<file path="src/rtl/mem_port_arbiter.sv">
// Arbitrates one single-ported memory between instruction fetch and load/store.
// Round-robin grant, one transaction in flight, watchdog timeout, protocol error flagging.
module mem_port_arbiter #(
    parameter int unsigned ADDR_W      = 32,
    parameter int unsigned DATA_W      = 32,
    parameter int unsigned TIMEOUT_CYC = 255
) (
    input  logic                  clk,
    input  logic                  reset,
    input  logic                  i_req,
    input  logic [ADDR_W-1:0]     i_addr,
    output logic                  i_done,
    output logic [DATA_W-1:0]     i_rdata,
    input  logic                  d_req,
    input  logic                  d_we,
    input  logic [DATA_W/8-1:0]   d_be,
    input  logic [ADDR_W-1:0]     d_addr,
    input  logic [DATA_W-1:0]     d_wdata,
    output logic                  d_done,
    output logic [DATA_W-1:0]     d_rdata,
    output logic                  mem_req,
    output logic                  mem_we,
    output logic [DATA_W/8-1:0]   mem_be,
    output logic [ADDR_W-1:0]     mem_addr,
    output logic [DATA_W-1:0]     mem_wdata,
    input  logic                  mem_ready,
    input  logic                  mem_rvalid,
    input  logic [DATA_W-1:0]     mem_rdata,
    output logic                  err,
    output logic                  err_sticky
);

    localparam int unsigned BE_W  = DATA_W / 8;
    localparam int unsigned CNT_W = (TIMEOUT_CYC > 1) ? $clog2(TIMEOUT_CYC) : 1;
    localparam logic [CNT_W-1:0] CNT_LAST = CNT_W'(TIMEOUT_CYC - 1);
    localparam logic SIDE_I = 1'b0;
    localparam logic SIDE_D = 1'b1;

    typedef enum logic [1:0] {S_IDLE, S_WAIT_ACC, S_WAIT_RESP} state_t;

    state_t              r_state, w_state_nxt;
    logic                r_last_grant, w_last_grant_nxt;
    logic                r_side, w_side_nxt;
    logic                r_we, w_we_nxt;
    logic [BE_W-1:0]     r_be, w_be_nxt;
    logic [ADDR_W-1:0]   r_addr, w_addr_nxt;
    logic [DATA_W-1:0]   r_wdata, w_wdata_nxt;
    logic                r_mem_req, w_mem_req_nxt;
    logic [CNT_W-1:0]    r_cnt, w_cnt_nxt;
    logic                r_i_done, w_i_done_nxt;
    logic                r_d_done, w_d_done_nxt;
    logic [DATA_W-1:0]   r_i_rdata, w_i_rdata_nxt;
    logic [DATA_W-1:0]   r_d_rdata, w_d_rdata_nxt;
    logic                r_err, w_err_nxt;
    logic                r_err_sticky;
    logic                r_armed, w_armed_nxt;

    logic                w_grant, w_grant_d, w_timeout, w_rvalid_ok, w_proto;
    logic                w_done, w_fail;
    logic [DATA_W-1:0]   w_rdata_fin;

    assign w_grant     = i_req | d_req;
    assign w_grant_d   = d_req & (~i_req | (r_last_grant == SIDE_I));
    assign w_timeout   = (r_cnt == CNT_LAST);
    assign w_rvalid_ok = (r_state == S_WAIT_RESP) || ((r_state == S_WAIT_ACC) && !r_we);
    // Stray beats are only flagged once a transaction has been issued since reset,
    // so a response belonging to an abandoned pre-reset access is silently dropped.
    assign w_proto     = r_armed & ((mem_rvalid & ~w_rvalid_ok) | (mem_ready & ~r_mem_req));

    // State register
    always_ff @(posedge clk) begin
        if (reset) r_state <= S_IDLE;
        else       r_state <= w_state_nxt;
    end

    // Next-state logic
    always_comb begin
        w_state_nxt = r_state;
        case (r_state)
            S_IDLE: if (w_grant) w_state_nxt = S_WAIT_ACC;
            S_WAIT_ACC: begin
                if (mem_ready)      w_state_nxt = (r_we || mem_rvalid) ? S_IDLE : S_WAIT_RESP;
                else if (w_timeout) w_state_nxt = S_IDLE;
            end
            S_WAIT_RESP: if (mem_rvalid || w_timeout) w_state_nxt = S_IDLE;
            default: w_state_nxt = S_IDLE;
        endcase
    end

    // Output and datapath next values
    always_comb begin
        w_last_grant_nxt = r_last_grant;
        w_side_nxt       = r_side;
        w_we_nxt         = r_we;
        w_be_nxt         = r_be;
        w_addr_nxt       = r_addr;
        w_wdata_nxt      = r_wdata;
        w_mem_req_nxt    = r_mem_req;
        w_cnt_nxt        = r_cnt;
        w_i_done_nxt     = 1'b0;
        w_d_done_nxt     = 1'b0;
        w_i_rdata_nxt    = r_i_rdata;
        w_d_rdata_nxt    = r_d_rdata;
        w_armed_nxt      = r_armed;
        w_done           = 1'b0;
        w_fail           = 1'b0;
        w_rdata_fin      = '0;
        case (r_state)
            S_IDLE: begin
                if (w_grant) begin
                    w_side_nxt       = w_grant_d;
                    w_last_grant_nxt = w_grant_d;
                    w_we_nxt         = w_grant_d ? d_we : 1'b0;
                    w_be_nxt         = w_grant_d ? d_be : '1;
                    w_addr_nxt       = w_grant_d ? d_addr : i_addr;
                    w_wdata_nxt      = w_grant_d ? d_wdata : '0;
                    w_mem_req_nxt    = 1'b1;
                    w_cnt_nxt        = '0;
                    w_armed_nxt      = 1'b1;
                end
            end
            S_WAIT_ACC: begin
                w_cnt_nxt = r_cnt + CNT_W'(1);
                if (mem_ready) begin
                    w_mem_req_nxt = 1'b0;
                    if (r_we) begin
                        w_done = 1'b1;
                    end else if (mem_rvalid) begin
                        w_done      = 1'b1;
                        w_rdata_fin = mem_rdata;
                    end
                end else if (w_timeout) begin
                    w_mem_req_nxt = 1'b0;
                    w_done        = 1'b1;
                    w_fail        = 1'b1;
                end
            end
            S_WAIT_RESP: begin
                w_cnt_nxt = r_cnt + CNT_W'(1);
                if (mem_rvalid) begin
                    w_done      = 1'b1;
                    w_rdata_fin = mem_rdata;
                end else if (w_timeout) begin
                    w_done = 1'b1;
                    w_fail = 1'b1;
                end
            end
            default: ;
        endcase
        if (w_done) begin
            if (r_side == SIDE_D) begin
                w_d_done_nxt  = 1'b1;
                w_d_rdata_nxt = w_rdata_fin;
            end else begin
                w_i_done_nxt  = 1'b1;
                w_i_rdata_nxt = w_rdata_fin;
            end
        end
        w_err_nxt = w_fail | w_proto;
    end

    // Output and datapath registers
    always_ff @(posedge clk) begin
        if (reset) begin
            r_last_grant <= SIDE_D;
            r_side       <= SIDE_I;
            r_we         <= 1'b0;
            r_be         <= '0;
            r_addr       <= '0;
            r_wdata      <= '0;
            r_mem_req    <= 1'b0;
            r_cnt        <= '0;
            r_i_done     <= 1'b0;
            r_d_done     <= 1'b0;
            r_i_rdata    <= '0;
            r_d_rdata    <= '0;
            r_err        <= 1'b0;
            r_err_sticky <= 1'b0;
            r_armed      <= 1'b0;
        end else begin
            r_last_grant <= w_last_grant_nxt;
            r_side       <= w_side_nxt;
            r_we         <= w_we_nxt;
            r_be         <= w_be_nxt;
            r_addr       <= w_addr_nxt;
            r_wdata      <= w_wdata_nxt;
            r_mem_req    <= w_mem_req_nxt;
            r_cnt        <= w_cnt_nxt;
            r_i_done     <= w_i_done_nxt;
            r_d_done     <= w_d_done_nxt;
            r_i_rdata    <= w_i_rdata_nxt;
            r_d_rdata    <= w_d_rdata_nxt;
            r_err        <= w_err_nxt;
            r_err_sticky <= r_err_sticky | w_err_nxt;
            r_armed      <= w_armed_nxt;
        end
    end

    assign i_done     = r_i_done;
    assign i_rdata    = r_i_rdata;
    assign d_done     = r_d_done;
    assign d_rdata    = r_d_rdata;
    assign mem_req    = r_mem_req;
    assign mem_we     = r_we;
    assign mem_be     = r_be;
    assign mem_addr   = r_addr;
    assign mem_wdata  = r_wdata;
    assign err        = r_err;
    assign err_sticky = r_err_sticky;

endmodule
</file>
<file path="config.mk">
export PLATFORM = sky130hd
export DESIGN_NAME = mem_port_arbiter
export DESIGN_NICKNAME = d
export VERILOG_FILES = /design/src/rtl/mem_port_arbiter.sv
export SDC_FILE = /design/constraint.sdc
export NUM_CORES = 1
export LEC_CHECK = 0
export ABC_AREA = 1
export CORE_UTILIZATION = 46
export DETAILED_ROUTE_END_ITERATION = 8
export PLACE_DENSITY = 0.86
export RECOVER_POWER = 50
export REMOVE_ABC_BUFFERS = 1
export SLEW_MARGIN = 20
export SYNTH_ARGS = -nofsm -noshare
export SYNTH_HDL_FRONTEND = slang
export SYNTH_SLANG_ARGS = --single-unit
</file>
<file path="constraint.sdc">
create_clock -name clk -period 4.8 [get_ports clk]
set_clock_uncertainty 0.2 [all_clocks]
set_input_delay 0.96 -clock clk [delete_from_list [all_inputs] [get_ports clk]]
set_output_delay 0.96 -clock clk [all_outputs]
set_load 0.1 [all_outputs]
</file>
==> impl_metrics.toml <==
[outcome]
status = "finished with violations"
violations = "capacitance limit, slew limit"

[power_and_ir_drop]
leakagePower_nw = 4.29
powerDensity_nw_per_um2 = 445
ir_drop_mv = 0.221

[global_route]
grt_overflow = 0
grt_pass1_wl_mm = 30.1
antenna_found_initial = 0
track_usage_pct = 26.0
grt_pass1_vias = 6399
grt_max_degree = 82

[worst_setup_path]
path_delay_family = "compound AO/OA/AOI/OAI gates"
worstSetupStartpoint = "i_req"
slowest_delay_ns = 1.37
critical_path.max_fanout = 70
worstSetupPathType = "in2reg"
critPathSlowestCell = "o21ai_0"
reg2reg_from = "r_cnt[0]$_SDFFE_PP0P_"
critical_path_buf_inv_count = 3
start_kind = "input pin"
crit_chain = "clkdlybuf4s50_1 > o21ai_0 > clkinv_1 > buf_4 > o21ai_0 > a31oi_1"
required_ns = 4.86
path_common_cell = "o21ai_0"
worstSetupEndpointType = "register"
arrival_ns = 3.72

[logic_synthesis]
synth_area_um2 = 6530
avgSynthCellArea_um2 = 6.82
synth_simple_gate_area_share_pct = 30.9
syn_inst = 957
ys_warn_count = 0
ys_seq_area_share_pct = 46.3
synth_compound_area_share_pct = 10.4
synthAdderAreaFrac_pct = 0.959
synthXorXnorAreaFrac_pct = 0.134
ys_seq_elements = 151
synth_top_family_by_area = "simple AND/OR/NAND/NOR gates"
synth_mux_area_share_pct = 0
ys_types = 27

[route]
drtIter0Drc = 529
drt_wl_total_mm = 18.9
drcViolationCount = 0
firstDrtPassIters = 6
viasPerCell = 4.89
vias = 6801
drt-wirelength-per-cell_um = 13.6
ant_nets = 0

[layout]
final_common_cell = "nand2_1"
stdcell_area_um2 = 9870
final_cell_mix = "303 x nand2_1, 273 x clkdlybuf4s50_1, 151 x dfxtp_1"
diodes = 0
drive_gt1_share_pct = 3.80
area_delta_synth_final_pct = 51.2
fin_nets = 1343

[floorplan]
die_h_um = 121
fp-row-count = 43
start_util_pct = 47.0
die_w_um = 121
fp.coreArea_um2 = 13900
die_area_um2 = 14700
ios = 277

[hold_path]
hp-start = "err_sticky$_SDFF_PP0_"
min_path_type = "reg2reg"

[timing]
post-route-period-util_pct = 76.1
fmax_mhz = 274
maxSlewHeadroom_pct = -19.9
hold_viol_final = 0
final-setup-viol-count = 0
hold_ws_ns = 0.260
rsz0062_at_grt = "no"
min_period_ns = 3.65
final_max_slew_viol_count = 16
tightest_slew_ns = 1.78
tns_ns = 0

[cts]
cts-resized-gates = 0
clk_pin_slew_ns = 0.06
postCtsSetupBuffers = 0
clock_latency_ns = 0.42
cts_hold_buf = 0
cts_sinks = 151
ctsHtreeMaxLevel = 4
clockBufferDepth = 2
root_buffer = "clkbuf_16"
cts_tree = "built"
numCtsBuffers = 17

[placement]
port_buffers = 276
place.gp.congestion = 0.824
dpl_cell_area_um2 = 9300
hpwl_mm = 12.9

[run]
drv_cap = 1
[path summary, 6_finish.rpt]
| path | endpoint | slack (ns) | depth (start not counted) |
|---|---|---|---|
| worst min register to register | err_sticky$_SDFF_PP0_ | 0.26 | 2 |
| worst max-delay path | mem_addr[23]$_SDFFE_PP0P_ | 1.15 | 6 |
| worst max register to register | d_rdata[7]$_SDFFE_PP0P_ | 1.68 | 11 |
| worst min-delay path | err_sticky$_SDFF_PP0_ | 0.26 | 2 |
[logic make-up after synthesis]
group                      count (synthesis)
AOI/OAI and AO/OA                        120
xor gates and xnor gates                   1
adders and majority gates                  5
buffers and inverters                    182
DFF                                      151
and+or+nand+nor                          498
[flip-flops by register name, summed over array words and instances (netlist names)]
register / flops
mem_we: 1
r_armed: 1
i_done: 1
mem_req: 1
mem_wdata: 32
mem_addr: 32
d_done: 1
i_rdata: 32
r_last_grant: 1
mem_be: 4
d_rdata: 32
err: 1
r_side: 1
err_sticky: 1
r_state: 2
r_cnt: 8
[cell type report]
type / instances / area [um^2]
Timing Repair Buffer: 283 / 2830
Clock buffer: 21 / 450
Fill cell: 1134 / 4020
Inverter: 122 / 458
Sequential cell: 151 / 3020
Tap cell: 180 / 225
Clock inverter: 11 / 125
Multi-Input combinational cell: 624 / 2760
[power breakdown]
| group | leakage (nW) | total, mW | internal, mW | switching (mW) |
|---|---|---|---|---|
| registers | 1.23 | 1.44 | 1.38 | 0.0682 |
| logic | 2.79 | 1.64 | 0.410 | 1.23 |
| clock network | 0.266 | 1.30 | 0.779 | 0.524 |
[synth_stat cells]
master    count  area (um^2)
clkbuf_1     38          143
nand2_1     302         1130
nand3_4       2         35.0
ha_1          5         62.6
o21ai_0      37          185
a211oi_1      1         7.51
nand2_2       2         12.5
nor3_1        6         30.0
o221a_2       4         45.0
inv_1       120          450
buf_6         5         56.3
xor2_1        1         8.76
buf_4         1         7.51
nor3b_1       1         7.51
o21ai_2       1         8.76
nor2_1      135          507
a21oi_1      41          205
nand4_1      26          163
clkinv_1      2         7.51
o21ai_1       1         5.00
buf_1         3         11.3
dfxtp_1     151         3020
nand3_1      23          115
buf_2        13         65.1
nand2_4       1         11.3
o22ai_1       1         6.26
a31oi_1      34          213
[metrics by stage]
stage	utilization (%)	total power [mW]	cells	setup WS, ns
after floorplan	-	2.63	897	0.0887
after global placement	67.0	3.09	1360	1.57
after detailed placement	67.0	3.11	1360	1.52
after CTS	71.2	4.41	1392	1.66
after global routing	71.1	4.57	1392	0.857
final	71.1	4.39	1392	1.15
[per-layer routing]
metal / global-route usage, % / part of all wire (%) / vias to the layer above
li1: - / - / 3456
met1: 30.1 / 41 / 3048
met2: 43.4 / 48 / 261
met3: 8.51 / 8.2 / 36
met4: 12.0 / 2.8 / 0
met5: 0 / 0 / -
[worst min-delay path, cell delays in order (launching register included)]
cell and delay (ns):
dfxtp_1 0.31, nand2_1 0.06, nand2_1 0.04
Power figures use the tool's default switching activity.
